File: src/rtl/cpu_result_collector_pkg.sv
// Shared CPU constants: default data-path widths and result buffer depth.
// Helper for sizing occupancy counters that must represent 0..DEPTH inclusive.
package cpu_result_collector_pkg;

  localparam int CPU_DATA_W    = 8;
  localparam int CPU_TS_W      = 8;
  localparam int CPU_RES_DEPTH = 8;

  function automatic int occ_w(input int depth);
    return $clog2(depth) + 1;
  endfunction

endpackage

File: src/rtl/cpu_result_collector_sync_fifo.sv
// Purpose: first-word fall-through synchronous FIFO with full/empty/count.
// Latency: a push is visible at rdata one cycle later. Backpressure: a push
// while full is ignored unless a pop happens in the same cycle.
module sync_fifo
  import cpu_result_collector_pkg::*;
#(
  parameter int WIDTH = 16,
  parameter int DEPTH = CPU_RES_DEPTH
) (
  input  logic                    clk,
  input  logic                    rst,
  input  logic                    clr,
  input  logic                    push,
  input  logic [WIDTH-1:0]        wdata,
  input  logic                    pop,
  output logic [WIDTH-1:0]        rdata,
  output logic                    full,
  output logic                    empty,
  output logic [occ_w(DEPTH)-1:0] count
);

  localparam int AW = $clog2(DEPTH);
  localparam int CW = occ_w(DEPTH);

  logic [WIDTH-1:0] mem [DEPTH];
  logic [AW-1:0]    rd_ptr;
  logic [AW-1:0]    wr_ptr;
  logic             do_push;
  logic             do_pop;

  assign full    = (count == CW'(DEPTH));
  assign empty   = (count == '0);
  assign do_pop  = pop & ~empty;
  assign do_push = push & (~full | do_pop);
  // Zero when empty so nothing stale leaks out after reset or a flush.
  assign rdata   = empty ? '0 : mem[rd_ptr];

  always_ff @(posedge clk) begin
    if (do_push && !clr) begin
      mem[wr_ptr] <= wdata;
    end
  end

  always_ff @(posedge clk or posedge rst) begin
    if (rst) begin
      rd_ptr <= '0;
      wr_ptr <= '0;
      count  <= '0;
    end else if (clr) begin
      rd_ptr <= '0;
      wr_ptr <= '0;
      count  <= '0;
    end else begin
      if (do_push) wr_ptr <= wr_ptr + AW'(1);
      if (do_pop)  rd_ptr <= rd_ptr + AW'(1);
      case ({do_push, do_pop})
        2'b10:   count <= count + CW'(1);
        2'b01:   count <= count - CW'(1);
        default: count <= count;
      endcase
    end
  end

endmodule

File: src/rtl/cpu_result_collector.sv
// Purpose: timestamps CPU results on the rising edge of done_in and queues them.
// Latency: 1 cycle capture to out_valid. Backpressure: out_ready holds the head;
// captures arriving while full are dropped and latch the sticky overflow flag.
module cpu_result_collector
  import cpu_result_collector_pkg::*;
#(
  parameter int DATA_W = CPU_DATA_W,
  parameter int TS_W   = CPU_TS_W,
  parameter int DEPTH  = CPU_RES_DEPTH
) (
  input  logic                    clk,
  input  logic                    rst,
  input  logic                    done_in,
  input  logic [DATA_W-1:0]       result_in,
  input  logic                    clear,
  output logic                    out_valid,
  input  logic                    out_ready,
  output logic [DATA_W-1:0]       out_data,
  output logic [TS_W-1:0]         out_ts,
  output logic [occ_w(DEPTH)-1:0] count,
  output logic                    overflow
);

  logic            done_q;
  logic            cap;
  logic [TS_W-1:0] ts;
  logic            full;
  logic            empty;

  assign cap       = done_in & ~done_q;
  assign out_valid = ~empty;

  // Edge detector keeps tracking through clear so a held done_in cannot re-fire.
  always_ff @(posedge clk or posedge rst) begin
    if (rst) done_q <= 1'b0;
    else     done_q <= done_in;
  end

  always_ff @(posedge clk or posedge rst) begin
    if (rst)        ts <= '0;
    else if (clear) ts <= '0;
    else            ts <= ts + TS_W'(1);
  end

  // Full implies non-empty, so out_ready alone guarantees a same-cycle pop.
  always_ff @(posedge clk or posedge rst) begin
    if (rst)                            overflow <= 1'b0;
    else if (clear)                     overflow <= 1'b0;
    else if (cap && full && !out_ready) overflow <= 1'b1;
  end

  sync_fifo #(
    .WIDTH (DATA_W + TS_W),
    .DEPTH (DEPTH)
  ) u_fifo (
    .clk   (clk),
    .rst   (rst),
    .clr   (clear),
    .push  (cap & ~clear),
    .wdata ({result_in, ts}),
    .pop   (out_ready & ~clear),
    .rdata ({out_data, out_ts}),
    .full  (full),
    .empty (empty),
    .count (count)
  );

endmodule

File: config.mk
export PLATFORM = sky130hd
export DESIGN_NAME = cpu_result_collector
export DESIGN_NICKNAME = d
export VERILOG_FILES = /design/src/rtl/cpu_result_collector_pkg.sv /design/src/rtl/cpu_result_collector_sync_fifo.sv /design/src/rtl/cpu_result_collector.sv
export SDC_FILE = /design/constraint.sdc
export NUM_CORES = 1
export LEC_CHECK = 0
export ABC_CLOCK_PERIOD_IN_PS = 3700
export BUFFER_PORTS_ARGS = -buffer_cell sky130_fd_sc_hd__buf_2
export CAP_MARGIN = 20
export CORE_UTILIZATION = 45
export DETAILED_ROUTE_END_ITERATION = 8
export SLEW_MARGIN = 15
export SYNTH_ARGS = -nofsm -noshare
export SYNTH_HDL_FRONTEND = slang
export SYNTH_SLANG_ARGS = --single-unit
export TNS_END_PERCENT = 1
File: constraint.sdc
create_clock -name clk -period 3.7 [get_ports clk]
set_input_delay 0.37 -clock clk [delete_from_list [all_inputs] [get_ports clk]]
set_output_delay 0.37 -clock clk [all_outputs]
set_load 0.02 [all_outputs]
# Yosys cells after proc, flatten, opt, wreduce, memory -nomap -nowiden
# Memory sizes are Yosys's and may differ from the RTL's.
# Index checks and enable logic that the tools add are counted.
[totals] ff_bits=20 output_inout_bits=22 memories=1 word_cells=47 input_bits=13 ramBits=128
[mem_list] name="u_fifo.mem" words=8 word_bits=16 rd=1 rd_ports_with_merged_regs=0 wr=1 line="cpu_result_collector_sync_fifo.sv:25" source="logic [WIDTH-1:0] mem [DEPTH];"
[op_classes] reduce_logical=10 n_addsub=5 n_eq_ne=3 n_mux=12 bitwise_logic=10
[op_table] operator="16-bit two-way mux" n=1
[op_table] operator="3-bit two-way mux" n=4
[op_table] operator="8-bit by 1-bit adder with 8-bit output, second input constant" n=1
[op_table] operator="8-bit two-way mux" n=1
[op_table] operator="4-bit case mux with 2 select lines" n=1
[op_table] operator="3-bit by 1-bit adder with 3-bit output, second input constant" n=2
[op_table] operator="2-bit nonzero test" n=3
[op_table] operator="1-bit bitwise AND" n=5
[op_table] operator="4-bit by 1-bit adder with 4-bit output, second input constant" n=1
[op_table] operator="4-bit == test, second input constant" n=1
[op_table] operator="4-bit logical NOT" n=1
[op_table] operator="1-bit two-way mux" n=4
[op_table] operator="4-bit two-way mux" n=1
[op_table] operator="1-bit NOT" n=4
[op_table] operator="4-bit by 1-bit subtractor with 4-bit output, second input constant" n=1
[op_table] operator="1-bit logical AND" n=3
[op_table] operator="3-bit nonzero test" n=1
[op_table] operator="2-bit by 1-bit == test with 1-bit output, second input constant" n=1
[op_table] operator="2-bit == test, second input constant" n=1
[op_table] operator="1-bit logical NOT" n=2
[op_table] operator="1-bit OR" n=1

# Longest topological paths before layout
# Gate-level depths: netlist of the first run.
[logic_depth] ltp_word=8 ltp_mapped=10 ltp_nobuf=10

# Hierarchy
# Synthesis of the first run repeated with hierarchy kept, for this count alone.
[unflattened] cells_unflattened=324 area_unflattened_um2=6012.0
[modules_own_cells] module="sync_fifo" area_per_inst_um2=5572.8 cells_per_inst=281 instances=1 seq_area_each_um2=4093.9
[modules_own_cells] module="cpu_result_collector" area_per_inst_um2=439.2 cells_per_inst=43 instances=1 seq_area_each_um2=250.2

# Least setup slack after synthesis of the first run
# Ideal clock, no wire load.
[synth_path] kind="reg-to-reg" from="register u_fifo.count[3]" to="memory u_fifo.mem[0][0] (enable)" t_required_ps=3264 stages_incl_launch_ff=5 path_slack_ps=565 n_path_buf=1 setup_ps=436 period_less_slack_ps=3135 t_arrival_ps=2699 path_cell_list="dfrtp_1 > buf_6 > or4b_4 > o21ai_4 > nor4b_1"
[synth_between] elab_chain_cells=8 elab_cells_between_ends=10 classes_between="eq/ne: 1; mux: 2; bitwise: 5; reduce/logical: 2"
[synth_rtl] item="start: declaration" line="cpu_result_collector_sync_fifo.sv:19" source="output logic [occ_w(DEPTH)-1:0] count"
[synth_rtl] item="start signal: assignment" line="cpu_result_collector_sync_fifo.sv:57" source="2'b10: count <= count + CW'(1);"
[synth_rtl] item="start signal: assignment" line="cpu_result_collector_sync_fifo.sv:58" source="2'b01: count <= count - CW'(1);"
[synth_rtl] item="start signal: assignment" line="cpu_result_collector_sync_fifo.sv:59" source="default: count <= count;"
[synth_rtl] item="4-bit logical NOT" line="cpu_result_collector_sync_fifo.sv:32" source="assign empty = (count == '0);"
[synth_rtl] item="1-bit NOT" line="cpu_result_collector_sync_fifo.sv:33" source="assign do_pop = pop & ~empty;"
[synth_rtl] item="1-bit bitwise AND" line="cpu_result_collector_sync_fifo.sv:33"
[synth_rtl] item="1-bit OR *" line="cpu_result_collector_sync_fifo.sv:34" source="assign do_push = push & (~full | do_pop);"
[synth_rtl] item="1-bit bitwise AND *" line="cpu_result_collector_sync_fifo.sv:34"
[synth_rtl] item="1-bit logical AND *" line="cpu_result_collector_sync_fifo.sv:39" source="if (do_push && !clr) begin"
[synth_rtl] item="1-bit two-way mux *" line="cpu_result_collector_sync_fifo.sv:39"
[synth_rtl] item="1-bit two-way mux (not written as such) *" line="cpu_result_collector_sync_fifo.sv:40" source="mem[wr_ptr] <= wdata;"
[synth_rtl] item="end: declaration" line="cpu_result_collector_sync_fifo.sv:25"
# Mark *: on every way between the ends. The rest lies on a longest branch, timed or not.

# Worst setup path in the final report of the first run
[layout_path] from="register u_fifo.rd_ptr[0]" to="output out_ts[0]"
[layout_between] elab_chain_cells=2
[layout_rtl] item="start: declaration" line="cpu_result_collector_sync_fifo.sv:26" source="logic [AW-1:0] rd_ptr;"
[layout_rtl] item="start signal: assignment" line="cpu_result_collector_sync_fifo.sv:55" source="if (do_pop) rd_ptr <= rd_ptr + AW'(1);"
[layout_rtl] item="memory 8 x 16 bit"
[layout_rtl] item="16-bit two-way mux" line="cpu_result_collector_sync_fifo.sv:36" source="assign rdata = empty ? '0 : mem[rd_ptr];"
[layout_rtl] item="end: declaration" line="cpu_result_collector.sv:19" source="output logic [TS_W-1:0] out_ts,"
# Every way passes these cells.

==> metrics.md, run 1 <==
| Metric | Value |
|---|---|
| Total wire length | 11400 um |
| Mapped Nets | 343 |
| Top cell family by delay on the critical path | multiplexers |
| Net Switching | ~0.0011 W |
| Internal reg-to-reg setup slack | 1.08 ns |
| Total of warnings raised by yosys | 0 |
| Pre-antenna DRT Iters | 6 |
| Portion of total power attributed to sequential cells | 0.454 |
| CTS root buffer | clkbuf_16 |
| Achievable clock frequency | 380 MHz |
| Share of power burned in combinational logic | 0.164 |
| Per-cell via count in the routed design | 5.40 |
| Antenna violations before repair | 0 |
| Postcts setup bufs | 0 |
| Number of nets in the final layout | 392 |
| CTS Hold Buffers Added | 0 |
| Part of the cycle the worst path needs | 0.712 |
| Tmin final | between 2 and 3 ns |
| Count of flip-flops with a built-in enable after synthesis | 128 |
| Synthesized flop and latch total | 148 |
| Transition at the pin with the smallest max-transition slack | 0.800 ns |
| Clock-pin slew reported for the worst setup and hold paths after clock tree synthesis | 0.06 ns |
| Area of the core | 12800 sq um |
| Placement-stage cell area | 6450 sq um |
| Final setup viols | 0 |
| Design Area, Final | 7000 sq um |
| Hold slack final | 0.0839 ns |
| Placement row count | 41 |
| Switching portion of total power | 0.254 |
| Post-cts repair resize count | 0 |
| Outcome | complete, no violations |
| Cell-internal power | roughly 0.0031 W |
| Final Hold Vio Count | 0 |
| # port buffers | 34 |
| Share of flip-flops with an asynchronous set or reset | 0.135 |
| Initial DRC Count | just over 200 |
| Chain of cells forming the critical path | buf_12 -> mux4_2 -> mux2i_1 -> nor2_1 -> buf_2 |
| Commonest non-fill, non-tap cells in the layout | 128 x edfxtp_1, 36 x nor2_1, 34 x buf_2, 32 x mux4_2, 19 x dfrtp_1 |
| Max-Slew Margin vs Limit | 0.466 |
| Fraction of final layout cells sized beyond drive strength 1 | 0.309 |
| Final core utilization | 0.546 |
| Category of the most critical setup path | register to primary output |
| Clk pwr share | 0.383 |
| CTS max path bufs | 2 |
| DRT antenna net count | 0 |
| Average size of a mapped cell | around 19 sq um |
| Maximum resistive drop on vdd | ~0.25 mV |
| Endpoint type of the worst setup path | primary output |
| Final setup TNS | 0 ns |
| Startpoint class of the critical path | register |
| Die area | 13800 sq um |
| Max-Cap Viols | 0 |
| Final antenna diode count | 0 |
| Kind of path behind the tightest hold check | input pin to register |
| Total power per unit cell area | ~600 nW/um^2 |
| Static Leakage | between 2 and 2.5 nW |
| Largest net degree at the start of global routing | 33 |
| Via Count | 3008 |
| Slowest stage cell on the critical path | dfrtp_2 |
| Insertion delay to the later sink of the worst-skew pair | between 0.4 and 0.5 ns |
| Number of sinks on the clock net | roughly 150 |
| Main flop type after synthesis | edfxtp_1 |
| Most common library cell in the layout ignoring fill and taps | edfxtp_1 |
| Layout overhead on the synthesized area | 16.5% |
| Gpl congestion | 0.773 |
| Boundary pin count | 35 |
| GRT Resource Usage Total | 0.182 |
| Width of the die | 118 um |
| Worst Path Arrival | roughly 2.3 ns |
| Number of CTS-inserted buffers | 17 |
| Buffering stage count on the worst path with inverters included | 2 |
| Cells after synthesis | 324 |
| Wire length of the first global-routing pass | between 15000 and 20000 um |
| Fillers | between 1000 and 1500 |
| Final routed wire length divided by cell count | 20.5 um |
| Number of H-tree levels | 4 |
| Max Transition Viols Final | 0 |
| Max stage delay on crit path | 0.60 ns |
| Setup repair after global routing missed its margin | false |
| Detailed placer's ending HPWL | 6680 um |
| TritonCTS clock tree | built |
| Post-synth cell types | 41 |
| Share of the yosys chip area belonging to registers | 0.723 |
| Remaining Overflow, GRT | 0 |
| Post-route DRC | 0 |
| Clock Skews | 0.00883 ns |
| Initial standard-cell utilization of the core | 0.468 |
| Highest fanout seen on the critical path | 24 |
| Synthesized area | 6010 sq um |
| Vias in the first global route | 3155 |
| Die boundary height | 118 um |
| Required time of the critical path | roughly 3.3 ns |
worst paths after layout:
| kind | start | to | cells after the start |
|---|---|---|---|
| max | u_fifo.rd_ptr[0]$_DFFE_PP0P_ | out_ts[0] | 5 |
| min | done_in | done_q$_DFF_PP0_ | 1 |
| max reg2reg | u_fifo.count[0]$_DFFE_PP0P_ | u_fifo.count[3]$_DFFE_PP0P_ | 10 |
| min reg2reg | overflow$_DFFE_PP0P_ | overflow$_DFFE_PP0P_ | 2 |
| max in group asynchronous | rst | u_fifo.rd_ptr[0]$_DFFE_PP0P_ | 2 |
| min in group asynchronous | rst | u_fifo.count[3]$_DFFE_PP0P_ | 2 |
synth_stat cells (all sizes together), types with 3 or more instances:
library cell / count / area share
nor2: 37 / 0.024
nand3: 10 / 0.0092
buf: 9 / 0.0081
xnor2: 3 / 0.0044
edfxtp: 128 / 0.64
xor2: 9 / 0.013
clkbuf: 8 / 0.0050
nand2: 4 / 0.0025
mux2i: 17 / 0.028
ha: 5 / 0.010
mux4: 32 / 0.12
dfrtp: 20 / 0.083
nor2b: 3 / 0.0031
nor3: 7 / 0.0058
a21oi: 3 / 0.0025
layout make-up:
type	instances	area, sq um	share of cell area
clock inverter	12	115	0.0164
tap	172	215	0.0307
sequential	148	4350	0.621
timing repair buffer	47	280	0.0400
clock buffer	19	433	0.0618
multi-input combinational	157	1600	0.229
inverter	2	7.51	0.00107
sequential cells by signal, indices dropped and copies added (netlist names):
name,flops
done_q,1
overflow,1
ts,8
u_fifo.count,4
u_fifo.mem,128
u_fifo.rd_ptr,3
u_fifo.wr_ptr,3
cells by family after synthesis:
| group | after synthesis | share of synthesized area |
|---|---|---|
| flip-flops | 148 | 0.723 |
| buffers and inverters | 19 | 0.0144 |
| adder cells (fa/ha/maj) | 6 | 0.0137 |
| multiplexers | 49 | 0.148 |
| AND/OR/NAND/NOR | 77 | 0.0658 |
| AO/OA/AOI/OAI | 13 | 0.0171 |
| XOR/XNOR | 12 | 0.0175 |
power groups by stage:
stage          combinational (W)  clock [W]  sequential [W]
2_1_floorplan           0.000512          0         0.00191
3_3_place_gp            0.000691          0         0.00193
3_5_place_dp            0.000696          0         0.00193
4_1_cts                 0.000699    0.00162         0.00190
5_1_grt                 0.000743    0.00169         0.00190
6_report                0.000685    0.00160         0.00190
routing by layer:
| layer | up-vias | track usage | wire, um |
|---|---|---|---|
| met4 | 0 | 0.0697 | 166 |
| met2 | 45 | 0.289 | 5540 |
| met3 | 15 | 0.0441 | 332 |
| li1 | 1379 | - | - |
| met1 | 1569 | 0.244 | 5360 |
| met5 | - | 0 | 0 |
metrics by stage:
step | power (W) | instances | setup slack, ns
floorplan | 0.00242 | 324 | 0.565
global placement | 0.00262 | 526 | 1.18
detailed placement | 0.00263 | 526 | 1.10
CTS | 0.00422 | 557 | 0.984
global route | 0.00434 | 557 | 0.840
finish | 0.00418 | 557 | 1.07
Note: power is estimated with default switching activity, not from simulation.
==> run 2: changes to the inputs <==
--- a/config.mk
+++ b/config.mk
@@ -5,7 +5,7 @@
 export SDC_FILE = /design/constraint.sdc
 export NUM_CORES = 1
 export LEC_CHECK = 0
-export ABC_CLOCK_PERIOD_IN_PS = 3700
+export ABC_CLOCK_PERIOD_IN_PS = 2600
 export BUFFER_PORTS_ARGS = -buffer_cell sky130_fd_sc_hd__buf_2
 export CAP_MARGIN = 20
 export CORE_UTILIZATION = 45
==> constraint.sdc (replaced) <==
create_clock -name clk -period 2.6 [get_ports clk]
set_input_delay 0.26 -clock clk [delete_from_list [all_inputs] [get_ports clk]]
set_output_delay 0.26 -clock clk [all_outputs]
set_load 0.02 [all_outputs]
==> run 2 against run 1 <==
  * First-iteration DRC count down 23%
  * Setup slack lost 0.89 ns
  * Sequential share of layout area shrank 1.1 points
  * Register-to-register slack got worse by 0.91 ns
  * Final cell count increased by 2.2%
  * Combinational power grew 50%
  * Largest power group unchanged
==> metrics.md, run 2 (same netlist as run 1, synthesis figures left out) <==
| Metric | Value |
|---|---|
| Achievable clock frequency | 412 MHz |
| Startpoint class of the critical path | register |
| Largest regs | u_fifo.mem x128, ts x8, u_fifo.count x4 |
| Vias in the first global route | 3052 (-3.3%) |
| Register with the highest flop count | u_fifo.mem |
| Most common library cell in the layout ignoring fill and taps | edfxtp_1 |
| Reg-to-reg endpoint | u_fifo.count[3]$_DFFE_PP0P_ |
| Via Count | 3002 (-0.20%) |
| Die area | 13800 sq um (unchanged) |
| Remaining Overflow, GRT | 0 (unchanged) |
| Width of the die | 118 um (unchanged) |
| Worst Path Arrival | 2.72 ns (+0.46 ns) |
| Tmin final | 2.43 ns |
| Layout overhead on the synthesized area | 18.7% |
| Footprint of the multi-input gates | 1620 sq um (+0.94%) |
| Largest net degree at the start of global routing | 27 (-18%) |
| Design Area, Final | 7130 sq um (+1.8%) |
| Net Switching | 0.00150 W (+41%) |
| Highest fanout seen on the critical path | 5 (-79%) |
| Maximum resistive drop on vdd | 0.446 mV (+82%) |
| Number of H-tree levels | 4 (unchanged) |
| CTS max path bufs | 2 (unchanged) |
| Kind of path behind the tightest hold check | input pin to async pin |
| Number of CTS-inserted buffers | 17 (unchanged) |
| Overall power | 0.00596 W (+43%) |
| GR met3 Demand/Resource | 0.0402 (-0.00388) |
| Setup repair after global routing missed its margin | false |
| Dpl cells | 536 (+1.9%) |
| Per-cell via count in the routed design | 5.28 (-2.3%) |
| Placement row count | 41 (unchanged) |
| Number of nets in the final layout | 403 (+2.8%) |
| Critical register-to-register path startpoint | u_fifo.count[0]$_DFFE_PP0P_ |
| Clock Skews | 0.0119 ns (+0.00311 ns) |
| Detailed placer's ending HPWL | 6840 um (+2.4%) |
| Fillers | 1011 (-1.2%) |
| Max-Cap Viols | 0 (unchanged) |
| GRT Resource Usage Total | 0.177 (-0.00462) |
| Category of the most critical setup path | register to register |
| Wire length of the first global-routing pass | 17500 um (-3.7%) |
| Final Hold Vio Count | 0 (unchanged) |
| Fraction of final layout cells sized beyond drive strength 1 | 0.330 (+0.0209) |
| Area of the core | 12800 sq um (unchanged) |
| Die boundary height | 118 um (unchanged) |
| Part of the cycle the worst path needs | 0.933 |
| Number of standard cells in the final layout excluding fillers | 569 (+2.2%) |
| TritonCTS clock tree | built |
| # port buffers | 34 (unchanged) |
| Met1 capacity usage during global routing | 0.235 (-0.00955) |
| Max-Slew Margin vs Limit | 0.439 (-0.0272) |
| Postcts setup bufs | 0 (unchanged) |
| Final antenna diode count | 0 (unchanged) |
| Boundary pin count | 35 (unchanged) |
| Reg2reg path depth | 10 (unchanged) |
| Internal reg-to-reg setup slack | 0.17 ns (-0.91 ns) |
| Outcome | complete, no violations |
| Transition at the pin with the smallest max-transition slack | 0.841 ns (+0.0407 ns) |
| Sequential standard cell area | 4350 sq um (about the same) |
| Clock-pin slew reported for the worst setup and hold paths after clock tree synthesis | 0.06 ns (about the same) |
| Final routed wire length divided by cell count | 19.5 um (-4.6%) |
| Max Transition Viols Final | 0 (unchanged) |
| Placement-stage cell area | 6560 sq um (+1.7%) |
| Static Leakage | 2.49 nW (+3.0%) |
| Number of sinks on the clock net | 148 (unchanged) |
| Initial DRC Count | 158 (-23%) |
| Switching portion of total power | 0.251 (-0.00336) |
| Gpl congestion | 0.777 (+0.61%) |
| Most crowded layer after global routing | met2 |
| Commonest non-fill, non-tap cells in the layout | 128 x edfxtp_1, 36 x nor2_1, 34 x buf_2, 32 x mux4_2, 20 x buf_4 |
| Required time of the critical path | 2.90 ns (-0.43 ns) |
| Clk pwr share | 0.378 (-0.005) |
| Antenna violations before repair | 0 (unchanged) |
| Total power per unit cell area | 837 nW/um^2 (+40%) |
| Endpoint type of the worst setup path | register |
| Portion of total power attributed to sequential cells | 0.450 (-0.004) |
| DRT antenna net count | 0 (unchanged) |
| Cell-internal power | 0.00447 W (+43%) |
| Post-route DRC | 0 (unchanged) |
| Initial standard-cell utilization of the core | 0.468 (unchanged) |
| Final setup viols | 0 (unchanged) |
| Share of power burned in combinational logic | 0.172 (+0.008) |
| Final setup TNS | 0 ns (unchanged) |
| Met2 usage in global routing | 0.280 (-0.00962) |
| Pre-antenna DRT Iters | 4 (-2) |
| Flip-flop count of the largest register, all copies and words added | 128 (unchanged) |
| Insertion delay to the later sink of the worst-skew pair | 0.42 ns (about the same) |
| CTS root buffer | clkbuf_16 |
| Hold slack final | 0.00126 ns (-0.0826 ns) |
| Total wire length | 11100 um (-2.5%) |
-- run 2: per-layer routing --
metal	vias up	share of wire
met5	-	0
met4	0	0.015
met3	12	0.021
met2	41	0.50
met1	1547	0.46
li1	1402	-
-- run 2: worst max path at each step --
| stage | from | to | slack, ns | cells after the start |
|---|---|---|---|---|
| after floorplan | u_fifo.count[3]$_DFFE_PP0P_ | u_fifo.mem[2][0]$_DFFE_PP_ | -0.41 | 4 |
| after global placement | u_fifo.count[0]$_DFFE_PP0P_ | u_fifo.count[3]$_DFFE_PP0P_ | 0.18 | 10 |
| after detailed placement | u_fifo.count[0]$_DFFE_PP0P_ | u_fifo.count[3]$_DFFE_PP0P_ | 0.08 | 10 |
| after CTS | u_fifo.count[0]$_DFFE_PP0P_ | u_fifo.count[3]$_DFFE_PP0P_ | 0.07 | 10 |
| after global routing | u_fifo.rd_ptr[0]$_DFFE_PP0P_ | out_ts[6] | 0.06 | 5 |
| final | u_fifo.count[0]$_DFFE_PP0P_ | u_fifo.count[3]$_DFFE_PP0P_ | 0.17 | 10 |
-- run 2: area by class of cell --
cell class	instances	share of cell area
repair buffers	58	0.0548
well taps	172	0.0302
clock buffers	19	0.0607
clock inverters	13	0.0163
flip-flops and latches	148	0.610
multi-input cells	157	0.227
inverters	2	0.00105
-- run 2: metrics by stage --
step / utilization / worst slack (ns)
6_report: 0.556 / 0.173
5_1_grt: 0.556 / 0.0608
2_1_floorplan: - / -0.406
3_3_place_gp: 0.512 / 0.181
4_1_cts: 0.555 / 0.0689
3_5_place_dp: 0.512 / 0.0825
-- run 2: timing repair --
| action | 4_1_cts | 5_1_grt |
|---|---|---|
| endpoints found under the hold margin | 1 | 0 |
| hold buffers | 1 | 0 |
| gates resized for setup | 0 | 3 |
| endpoints found under the setup margin | 0 | 14 |
-- run 2: worst max-delay path, cell delays in order (launching register included) --
cell and delay, ns:
dfrtp_1 0.37, or3_4 0.41, nor2_4 0.10, inv_2 0.07
nand2_1 0.12, nor3_1 0.10, ha_1 0.35, a21oi_2 0.22
nand2_1 0.10, o21a_1 0.10, or3_1 0.36
-- run 2: power groups by stage --
| stage | Sequential (W) | Clock, W | Combinational, W |
|---|---|---|---|
| 4_1_cts | 0.00268 | 0.00229 | 0.00104 |
| 5_1_grt | 0.00269 | 0.00239 | 0.00111 |
| 2_1_floorplan | 0.00271 | 0 | 0.000729 |
| 3_3_place_gp | 0.00273 | 0 | 0.00103 |
| 3_5_place_dp | 0.00273 | 0 | 0.00104 |
| 6_report | 0.00268 | 0.00226 | 0.00103 |
